===== config.mk =====
export PLATFORM = sky130hd
export DESIGN_NAME = spread_window_stats
export DESIGN_NICKNAME = d
export VERILOG_FILES = /design/src/rtl/spread_pkg.sv /design/src/rtl/spread_window.sv /design/src/rtl/spread_window_stats.sv
export SDC_FILE = /design/constraint.sdc
export NUM_CORES = 1
export LEC_CHECK = 0
export ABC_CLOCK_PERIOD_IN_PS = 3800
export CORE_UTILIZATION = 50
export CTS_CLUSTER_SIZE = 10
export DETAILED_ROUTE_END_ITERATION = 7
export PLACE_DENSITY_LB_ADDON = 0.2
export SYNTH_ARGS = -nofsm -noshare
export SYNTH_HDL_FRONTEND = slang
export SYNTH_HIERARCHICAL = 1
export SYNTH_SLANG_ARGS = --single-unit

===== constraint.sdc =====
create_clock -name clk -period 3.8 [get_ports clk]
set_input_delay 0.38 -clock clk [delete_from_list [all_inputs] [get_ports clk]]
set_output_delay 0.38 -clock clk [all_outputs]
set_load 0.01 [all_outputs]

===== src/rtl/spread_pkg.sv =====
// ---------------------------------------------------------------------------
// spread_pkg
// Shared constants and helpers for the windowed spread statistics block.
//   PRICE_W_DEFAULT     default width of unsigned buy/sell prices
//   LOG2_DEPTH_DEFAULT  default log2 of the moving-average window
//   SPREAD_W_DEFAULT    signed spread width (one extra bit for buy - sell)
//   SUM_W_DEFAULT       running window sum width (spread + log2 depth)
//   CNT_W / CNT_MAX     width and saturation value of the match counter
//   sat_inc()           saturating increment for the match counter
// ---------------------------------------------------------------------------
package spread_pkg;

    localparam int PRICE_W_DEFAULT    = 8;
    localparam int LOG2_DEPTH_DEFAULT = 3;
    localparam int SPREAD_W_DEFAULT   = PRICE_W_DEFAULT + 1;
    localparam int SUM_W_DEFAULT      = SPREAD_W_DEFAULT + LOG2_DEPTH_DEFAULT;
    localparam int CNT_W              = 16;

    localparam logic [CNT_W-1:0] CNT_MAX = '1;

    // Counter sticks at all-ones instead of wrapping back to zero.
    function automatic logic [CNT_W-1:0] sat_inc(input logic [CNT_W-1:0] value);
        return (value == CNT_MAX) ? value : value + 1'b1;
    endfunction

endpackage


===== src/rtl/spread_window.sv =====
// ---------------------------------------------------------------------------
// spread_window
// Moving-average window over the last DEPTH = 2**LOG2_DEPTH spreads.
// Holds a circular buffer, a saturating fill count and a running sum so
// the average never needs to re-add the whole window.
//   clk        in   rising-edge clock
//   reset      in   synchronous active-high reset, zeroes buffer and state
//   clear      in   synchronous clear of count/sum/pointer (wins over push)
//   push       in   write din into the window this cycle
//   din        in   signed spread sample
//   avg        out  floor(sum / DEPTH), zero until the window is full
//   avg_valid  out  window holds DEPTH samples
// ---------------------------------------------------------------------------
module spread_window
    import spread_pkg::*;
#(
    parameter int SPREAD_W   = SPREAD_W_DEFAULT,
    parameter int LOG2_DEPTH = LOG2_DEPTH_DEFAULT
) (
    input  logic                       clk,
    input  logic                       reset,
    input  logic                       clear,
    input  logic                       push,
    input  logic signed [SPREAD_W-1:0] din,
    output logic signed [SPREAD_W-1:0] avg,
    output logic                       avg_valid
);

    localparam int DEPTH = 1 << LOG2_DEPTH;
    localparam int SUM_W = SPREAD_W + LOG2_DEPTH;
    localparam logic [LOG2_DEPTH:0] DEPTH_CNT = (LOG2_DEPTH + 1)'(DEPTH);

    logic signed [SPREAD_W-1:0] buf_q [DEPTH];
    logic signed [SPREAD_W-1:0] buf_d [DEPTH];
    logic [LOG2_DEPTH-1:0]      wr_ptr_q, wr_ptr_d;
    logic [LOG2_DEPTH:0]        count_q, count_d;
    logic signed [SUM_W-1:0]    sum_q, sum_d;
    logic signed [SUM_W-1:0]    din_ext;
    logic signed [SUM_W-1:0]    evict_ext;
    logic                       full;

    assign full = (count_q == DEPTH_CNT);

    // Once the window is full the slot about to be overwritten is the
    // oldest sample, so its value leaves the running sum as din enters.
    always_comb begin
        buf_d     = buf_q;
        wr_ptr_d  = wr_ptr_q;
        count_d   = count_q;
        sum_d     = sum_q;
        din_ext   = SUM_W'(din);
        evict_ext = full ? SUM_W'(buf_q[wr_ptr_q]) : '0;
        if (clear) begin
            wr_ptr_d = '0;
            count_d  = '0;
            sum_d    = '0;
        end else if (push) begin
            buf_d[wr_ptr_q] = din;
            wr_ptr_d        = wr_ptr_q + 1'b1;
            count_d         = full ? count_q : count_q + 1'b1;
            sum_d           = sum_q + din_ext - evict_ext;
        end
    end

    always_ff @(posedge clk) begin
        if (reset) begin
            for (int i = 0; i < DEPTH; i++) begin
                buf_q[i] <= '0;
            end
            wr_ptr_q <= '0;
            count_q  <= '0;
            sum_q    <= '0;
        end else begin
            buf_q    <= buf_d;
            wr_ptr_q <= wr_ptr_d;
            count_q  <= count_d;
            sum_q    <= sum_d;
        end
    end

    // Dropping the low LOG2_DEPTH bits of the signed sum is an arithmetic
    // shift, so the average rounds toward minus infinity.
    assign avg_valid = full;
    assign avg       = full ? $signed(sum_q[SUM_W-1:LOG2_DEPTH]) : '0;

endmodule


===== src/rtl/spread_window_stats.sv =====
// ---------------------------------------------------------------------------
// spread_window_stats
// Registers the signed spread (buy - sell) of every accepted match and keeps
// lifetime min/max, a DEPTH-sample moving average, a crossed-book flag and a
// saturating match counter.
//   clk           in   rising-edge clock
//   reset         in   synchronous active-high reset
//   match_signal  in   one-cycle strobe per match
//   enable_count  in   qualifies match_signal
//   clear_stats   in   synchronous clear of statistics (spread/crossed hold)
//   buy_price     in   unsigned buy price, sampled on accept
//   sell_price    in   unsigned sell price, sampled on accept
//   spread        out  last accepted spread (signed)
//   spread_valid  out  pulse the cycle after an accept
//   crossed       out  last accepted spread is negative
//   spread_min    out  minimum spread since reset/clear
//   spread_max    out  maximum spread since reset/clear
//   spread_avg    out  floor of window average, 0 until window full
//   stats_valid   out  at least one accept since reset/clear
//   avg_valid     out  window holds DEPTH samples
//   match_total   out  accepted matches since reset/clear, saturating
// ---------------------------------------------------------------------------
module spread_window_stats
    import spread_pkg::*;
#(
    parameter int PRICE_W    = PRICE_W_DEFAULT,
    parameter int LOG2_DEPTH = LOG2_DEPTH_DEFAULT
) (
    input  logic                      clk,
    input  logic                      reset,
    input  logic                      match_signal,
    input  logic                      enable_count,
    input  logic                      clear_stats,
    input  logic [PRICE_W-1:0]        buy_price,
    input  logic [PRICE_W-1:0]        sell_price,
    output logic signed [PRICE_W:0]   spread,
    output logic                      spread_valid,
    output logic                      crossed,
    output logic signed [PRICE_W:0]   spread_min,
    output logic signed [PRICE_W:0]   spread_max,
    output logic signed [PRICE_W:0]   spread_avg,
    output logic                      stats_valid,
    output logic                      avg_valid,
    output logic [CNT_W-1:0]          match_total
);

    localparam int SPREAD_W = PRICE_W + 1;

    logic                       accept;
    logic signed [SPREAD_W-1:0] diff;

    logic signed [SPREAD_W-1:0] spread_q, spread_d;
    logic                       spread_valid_q, spread_valid_d;
    logic signed [SPREAD_W-1:0] min_q, min_d;
    logic signed [SPREAD_W-1:0] max_q, max_d;
    logic                       stats_valid_q, stats_valid_d;
    logic [CNT_W-1:0]           total_q, total_d;

    // A clear in the same cycle as a match drops that match entirely.
    assign accept = match_signal & enable_count & ~clear_stats;

    // Zero-extending both prices first makes the subtraction exact.
    assign diff = $signed({1'b0, buy_price}) - $signed({1'b0, sell_price});

    // The first accept after reset/clear seeds both extremes so the zero
    // held while stats are invalid never leaks into the comparison.
    always_comb begin
        spread_d       = spread_q;
        spread_valid_d = 1'b0;
        min_d          = min_q;
        max_d          = max_q;
        stats_valid_d  = stats_valid_q;
        total_d        = total_q;
        if (clear_stats) begin
            min_d         = '0;
            max_d         = '0;
            stats_valid_d = 1'b0;
            total_d       = '0;
        end else if (accept) begin
            spread_d       = diff;
            spread_valid_d = 1'b1;
            stats_valid_d  = 1'b1;
            total_d        = sat_inc(total_q);
            if (!stats_valid_q) begin
                min_d = diff;
                max_d = diff;
            end else begin
                if (diff < min_q) begin
                    min_d = diff;
                end
                if (diff > max_q) begin
                    max_d = diff;
                end
            end
        end
    end

    always_ff @(posedge clk) begin
        if (reset) begin
            spread_q       <= '0;
            spread_valid_q <= 1'b0;
            min_q          <= '0;
            max_q          <= '0;
            stats_valid_q  <= 1'b0;
            total_q        <= '0;
        end else begin
            spread_q       <= spread_d;
            spread_valid_q <= spread_valid_d;
            min_q          <= min_d;
            max_q          <= max_d;
            stats_valid_q  <= stats_valid_d;
            total_q        <= total_d;
        end
    end

    spread_window #(
        .SPREAD_W   (SPREAD_W),
        .LOG2_DEPTH (LOG2_DEPTH)
    ) u_window (
        .clk       (clk),
        .reset     (reset),
        .clear     (clear_stats),
        .push      (accept),
        .din       (diff),
        .avg       (spread_avg),
        .avg_valid (avg_valid)
    );

    assign spread       = spread_q;
    assign spread_valid = spread_valid_q;
    assign crossed      = spread_q[SPREAD_W-1];
    assign spread_min   = min_q;
    assign spread_max   = max_q;
    assign stats_valid  = stats_valid_q;
    assign match_total  = total_q;

endmodule


==> metrics, run 1 <==
Clock H-tree levels=4; post-synthesis mux area share=8.82%; max frequency=0.269 GHz; Leakage Power=3.95 nW; overall routing resource usage=26.6%; post-synthesis xor/xnor area fraction=2.62%; Worst slew margin=47.6%; CP endpoint kind=flop; pin count of the biggest net entering global routing=74; worst setup margin=88.2 ps; vias=6994; met3 GRT Util=6.54%; CP max FO=5; RSZ-0062 raised after global routing=true; crit path kind=input pin to flop; DR DRC count=0; status=finished clean; Ant. Diodes=0; worst vdd ir=324 uV; first-pass GRT wire length=33300 um; clk_skew=8.48 ps; CTS tree=done; root buffer cell=clkbuf_16; Async S/R FF share, synth=0%; CORE AREA=0.0148 mm2; Cells after Synth=912; Fill cells=1263; Compound-Gate Fraction of Synth Area=15.5%; YS warnings=6; clock-pin slew on the worst setup and hold paths=60 ps; arrival time worst endpoint=4070 ps; Final setup viols=0; largest family of logic cells by synthesized area=simple AND/OR/NAND/NOR gates; Mapped Nets=987; ANT nets after route=0; post-DP HPWL=14400 um; Adder-Cell Fraction of Synth Area=9.94%; initial antenna violation count=0; Post-Syn Area per Cell=8.45 um2; Total Wirelength=20700 um; post-layout net count=1125; busiest grt layer=met2; CP Data Required Time=4160 ps; CTS buffer count=17; routed len/inst=16.6 um; met2 usage=43.9%; Min-Delay Path Class=input pin to flop; Max clock buf depth=2; hold_buf cts=0; vias per cell=5.61; Main synth FF type=dfxtp_1; DIE HEIGHT=126 um; Post-synth EDFFs=0; I/O pin cnt=77; global placement routability congestion=0.908; total power=0.00416 W; GR Util met1=33.9%; Seq/Total Area, Yosys=35.3%; # rows=44; DIE AREA=0.0159 mm2; max cap viols=0; die width=126 um; input/output buffers=76; final cycle utilization of the critical path=97.7%; Pre-antenna DRT Iters=6; number of synthesized register bits=136; pre-CTS setup slack=-416 ps; Synth cell types=81; number of DRC markers in iteration 0=589; Synth Area in Simple Gates=20.8%; Worst-Skew Late Latency=420 ps; area grow syn2layout=28.0%; Tmin final=3710 ps; share of layout cells above drive strength 1=17.5%; Final Hold Fails=0; Initial Utilization=52.2%; total grt overflow=0; Mapped Area=0.00770 mm2; worst slew pin tran=786 ps; Max Slew Vio Count=0; critical path launch point type=input pin; total clock sinks=136; vias in the first global route=6638; Power Density=422 mW/mm2
[layer usage]
metal | part of all wire [%] | vias to the layer above | wire length (um)
li1 | - | 3423 | -
met1 | 44 | 3302 | 9130
met2 | 47 | 237 | 9770
met3 | 6.7 | 32 | 1390
met4 | 2.0 | 0 | 412
met5 | 0 | - | 0
[registers in the layout (all words and copies together), names as in the netlist]
name,cells
match_total,16
spread_max,9
spread,9
spread_valid,1
spread_min,9
u_window/count_q,4
u_window/buf_q,72
stats_valid,1
u_window/sum_q,12
u_window/wr_ptr_q,3
[synthesized netlist by cell type, types with 4 or more instances]
cell       number  area share [%]
a21oi_1        85             5.5
inv_1          77             3.8
xor2_1         19             2.2
nor2_1        185             9.0
nand4_1        12            0.97
a211oi_1       12             1.2
and2_1          6            0.49
ha_1           42             6.8
nand2_1        39             1.9
o2111ai_1       4            0.45
nand2b_1        4            0.32
o211ai_1        6            0.58
nor3_1         10            0.65
a31oi_1         4            0.32
o21ai_1         4            0.26
buf_2          17             1.1
xnor2_1         4            0.45
nand3_1        29             1.9
clkbuf_1       20            0.97
o21ai_0        13            0.84
o31ai_1         5            0.49
dfxtp_1       136              35
and3_1          7            0.57
buf_4           8            0.78
or3_1           8            0.65
mux2i_1        45             5.8
nor2b_1         4            0.32
a21o_1          9            0.88
mux4_2          8             2.3
fa_1           12             3.1
[power breakdown]
part,total [W],switching [W],internal [W]
clock,0.00171,0.000656,0.00105
combinational,0.000990,0.000526,0.000463
sequential,0.00146,0.0000143,0.00145
total,0.00416,0.00120,0.00296
[cell families (layout without fill, tap and decap cells)]
family / after synthesis / in the layout
DFF: 136 / 136
muxes: 57 / 57
and+or+nand+nor: 337 / 337
xor gates and xnor gates: 23 / 23
adders and majority gates: 54 / 54
AOI/OAI and AO/OA: 178 / 178
buffers and inverters: 127 / 278
[area by class of cell]
cell class	count	area [um2]	area share [%]
repair buffers	167	1460	14.9
well taps	184	230	2.34
multi-input cells	649	4530	45.9
inverters	79	300	3.05
clock inverters	14	173	1.75
flip-flops and latches	136	2730	27.6
clock buffers	18	439	4.46
[worst max-delay path: stages]
cell,delay (ps)
clkdlybuf4s50_1,460
ha_2,170
inv_1,50
fa_2,340
a211oi_2,270
nor2_2,100
o31ai_4,240
and2_4,200
inv_2,40
fa_1,490
inv_2,50
ha_4,290
and3_4,200
nand3_2,110
a21oi_1,210
o22ai_2,100
mux2i_1,180
mux2i_1,190
[cells in the final DEF, fill, tap and decap left out, types with 5 or more instances in the layout]
cell and n:
a211oi_1 11, a21o_1 9, a21oi_1 84, and2_1 5
and3_1 6, buf_4 89, clkbuf_16 17, clkdlybuf4s50_1 75
dfxtp_1 134, fa_1 11, ha_1 39, inv_1 71
inv_2 6, mux2i_1 45, mux4_2 8, nand2_1 39
nand3_1 28, nand4_1 12, nor2_1 183, nor3_1 10
o211ai_1 6, o21ai_0 11, o21ai_1 6, or3_1 8
xor2_1 18
[metrics by stage]
stage | util, % | hold WS (ps) | instances | cell area [um2] | TNS (ps)
after floorplan | - | 439 | 912 | 7730 | 0
after global placement | 62.2 | 448 | 1214 | 9170 | -2360
after detailed placement | 62.2 | 451 | 1214 | 9170 | -3230
after CTS | 66.3 | 307 | 1246 | 9790 | 0
after global routing | 66.8 | 347 | 1247 | 9860 | -183
final | 66.8 | 319 | 1247 | 9860 | 0
[timing repair]
action,in CTS,in global routing
buffers inserted,0,1
endpoints found under the setup margin,0,4
gates resized for setup,0,17
[final timing paths]
path,from,to,slack (ps),cells after the start
max reg2reg,u_window/wr_ptr_q[2],u_window/sum_q[11],190,14
min,reset,spread_valid,320,2
max,sell_price[0],u_window/sum_q[11],90,18
min reg2reg,spread[6],spread[6],460,2
No activity file was read; power rests on OpenSTA's default activity.
==> inputs of run 2 (changes only) <==
--- a/config.mk
+++ b/config.mk
@@ -5,8 +5,8 @@
 export SDC_FILE = /design/constraint.sdc
 export NUM_CORES = 1
 export LEC_CHECK = 0
-export ABC_CLOCK_PERIOD_IN_PS = 3800
-export CORE_UTILIZATION = 50
+export ABC_CLOCK_PERIOD_IN_PS = 3220
+export CORE_UTILIZATION = 30
 export CTS_CLUSTER_SIZE = 10
 export DETAILED_ROUTE_END_ITERATION = 7
 export PLACE_DENSITY_LB_ADDON = 0.2
==> constraint.sdc (replaced) <==
create_clock -name clk -period 3.22 [get_ports clk]
set_input_delay 0.322 -clock clk [delete_from_list [all_inputs] [get_ports clk]]
set_output_delay 0.322 -clock clk [all_outputs]
set_load 0.01 [all_outputs]
==> run 2 against run 1 <==
Against the previous run: the run now ends with setup timing left; global-route usage is 8.6 points lower; count of clock-buffer cells in the layout is 1 higher; wire length is 12% higher; die area is 65% higher; clock skew is 0.97 ps higher; sequential share of layout area is 2.4 points lower; design area is 9.7% higher; combinational power is 38% higher.
==> metrics, run 2 (synthesis results as in run 1) <==
crit-path max cell delay=520 ps (+30 ps); input/output buffers=76 (unchanged); Max clock buf depth=2 (unchanged); hold_buf cts=0 (unchanged); Leakage Power=4.19 nW (+6.1%); crit-path cells=clkdlybuf4s50_1 > inv_1 > ha_2 > o21a_1 > or2_2 > o31ai_2 > xor2_1 > buf_4 > inv_2 > inv_2 > fa_1 > inv_2 > ha_4 > and3_4 > nand3_4 > a21oi_4 > o22ai_2 > mux2i_1 > mux2i_1; CP endpoint kind=flop; Placed Cells=1385 (+14%); most frequent cells in the layout=nor2_1, dfxtp_1, buf_4; Sw Pwr=0.00153 W (+28%); Max Slew Vio Count=0 (unchanged); Largest delay share family, worst path=adder cells; die width=162 um (+29%); Clock H-tree levels=4 (unchanged); CTS buffer count=17 (unchanged); Ant. Diodes=0 (unchanged); CORE AREA=0.0252 mm2 (+71%); CTS tree=done; Min-Delay Path Class=input pin to flop; status=finished, violations left; Tmin final=3360 ps; DIE AREA=0.0263 mm2 (+65%); crit path kind=input pin to flop; vias per cell=4.83 (-14%); Internal=0.00361 W (+22%); Total Wirelength=23100 um (+12%); worst setup margin=-138 ps (-227 ps); violated checks=setup timing; first-pass GRT wire length=36800 um (+11%); Initial Utilization=30.6% (-22 points); routed len/inst=16.2 um (-2.7%); Power Density=476 mW/mm2 (+13%); Slowest-stage cell, CP=fa_1; vias in the first global route=6670 (+0.48%); RSZ-0062 raised after global routing=true; final cycle utilization of the critical path=104%; post-layout net count=1161 (+3.2%); worst path bufs/invs=6 (+2); root buffer cell=clkbuf_16; max cap viols=0 (unchanged); total clock sinks=136 (unchanged); ANT nets after route=0 (unchanged); commonest non-fill, non-tap cell in the layout=nor2_1; number of DRC markers in iteration 0=387 (-34%); pin count of the biggest net entering global routing=77 (+4.1%); max FFs per register=72 (unchanged); cell mode on critical path=inv_2; total grt overflow=0 (unchanged); DR DRC count=0 (unchanged); CP Data Required Time=3570 ps (-590 ps); I/O pin cnt=77 (unchanged); CP max FO=3 (-2); Pre-antenna DRT Iters=5 (-1); Final setup viols=5 (+5); total power=0.00514 W (+24%); vias=6909 (-1.2%); Final TNS setup=-517 ps (-517 ps); clk_skew=9.45 ps (+0.970 ps); Largest Register=u_window/buf_q; critical path launch point type=input pin; max frequency=0.298 GHz; Final Hold Fails=0 (unchanged); Worst slew margin=44.3% (-3.3 points); Worst Hold Margin=245 ps (-73.5 ps); clock-pin slew on the worst setup and hold paths=60 ps (about the same); overall routing resource usage=18.0% (-8.6 points); register share of total power=33.5% (-1.6 points); global placement routability congestion=0.866 (-4.7%); Cell Count, Final, Fillers Out=1429 (+15%); DIE HEIGHT=162 um (+29%); worst slew pin tran=835 ps (+49.7 ps); worst vdd ir=375 uV (+16%); initial antenna violation count=0 (unchanged); arrival time worst endpoint=3710 ps (-360 ps); Worst-Skew Late Latency=430 ps (about the same); power share of the clock group=39.9% (-1.2 points); switching share of power=29.8% (+1.0 points); power share of the combinational group=26.6% (+2.8 points); share of layout cells above drive strength 1=25.9% (+8.4 points); area grow syn2layout=40.4%; post-DP HPWL=16700 um (+16%); # rows=58 (+32%)
## run 2: cell type report
type | instances | area (um2)
Clock buffer | 19 | 443
Clock inverter | 13 | 170
Fill cell | 2482 | 14400
Inverter | 79 | 315
Multi-Input combinational cell | 649 | 4950
Sequential cell | 136 | 2730
Tap cell | 330 | 413
Timing Repair Buffer | 203 | 1790
## run 2: metrics by stage
step / utilization (%) / area, um2 / worst slack, ps
detailed placement: 38.2 / 9630 / -1040
finish: 42.9 / 10800 / -138
floorplan: - / 7780 / -431
CTS: 41.8 / 10500 / -148
global route: 42.9 / 10800 / -327
global placement: 38.2 / 9630 / -981
## run 2: worst paths after layout
path | startpoint | endpoint | slack (ps) | depth (start not counted)
max reg2reg | u_window/wr_ptr_q[2] | u_window/sum_q[7] | -120 | 14
max | sell_price[5] | u_window/sum_q[11] | -140 | 19
min | reset | u_window/buf_q[26] | 250 | 2
min reg2reg | spread[1] | spread[1] | 470 | 2
## run 2: power by group through the flow
stage               Clock (W)  Combinational [W]  Sequential, W
floorplan                   0           0.000658        0.00176
global placement            0            0.00114        0.00176
detailed placement          0            0.00114        0.00176
CTS                   0.00210            0.00128        0.00172
global route          0.00216            0.00150        0.00172
finish                0.00205            0.00137        0.00172
## run 2: repair_timing
item,CTS,global route
endpoints found under the setup margin,26,26
buffers inserted,8,7
pin swaps,35,23
gates resized for setup,69,42
## run 2: layer usage
layer	global-route usage, %	share of wire [%]	vias to the layer above
met5	0	0	-
met4	5.06	1.4	0
met3	3.80	4.3	18
met2	28.5	46	139
met1	24.5	49	3257
li1	-	-	3495
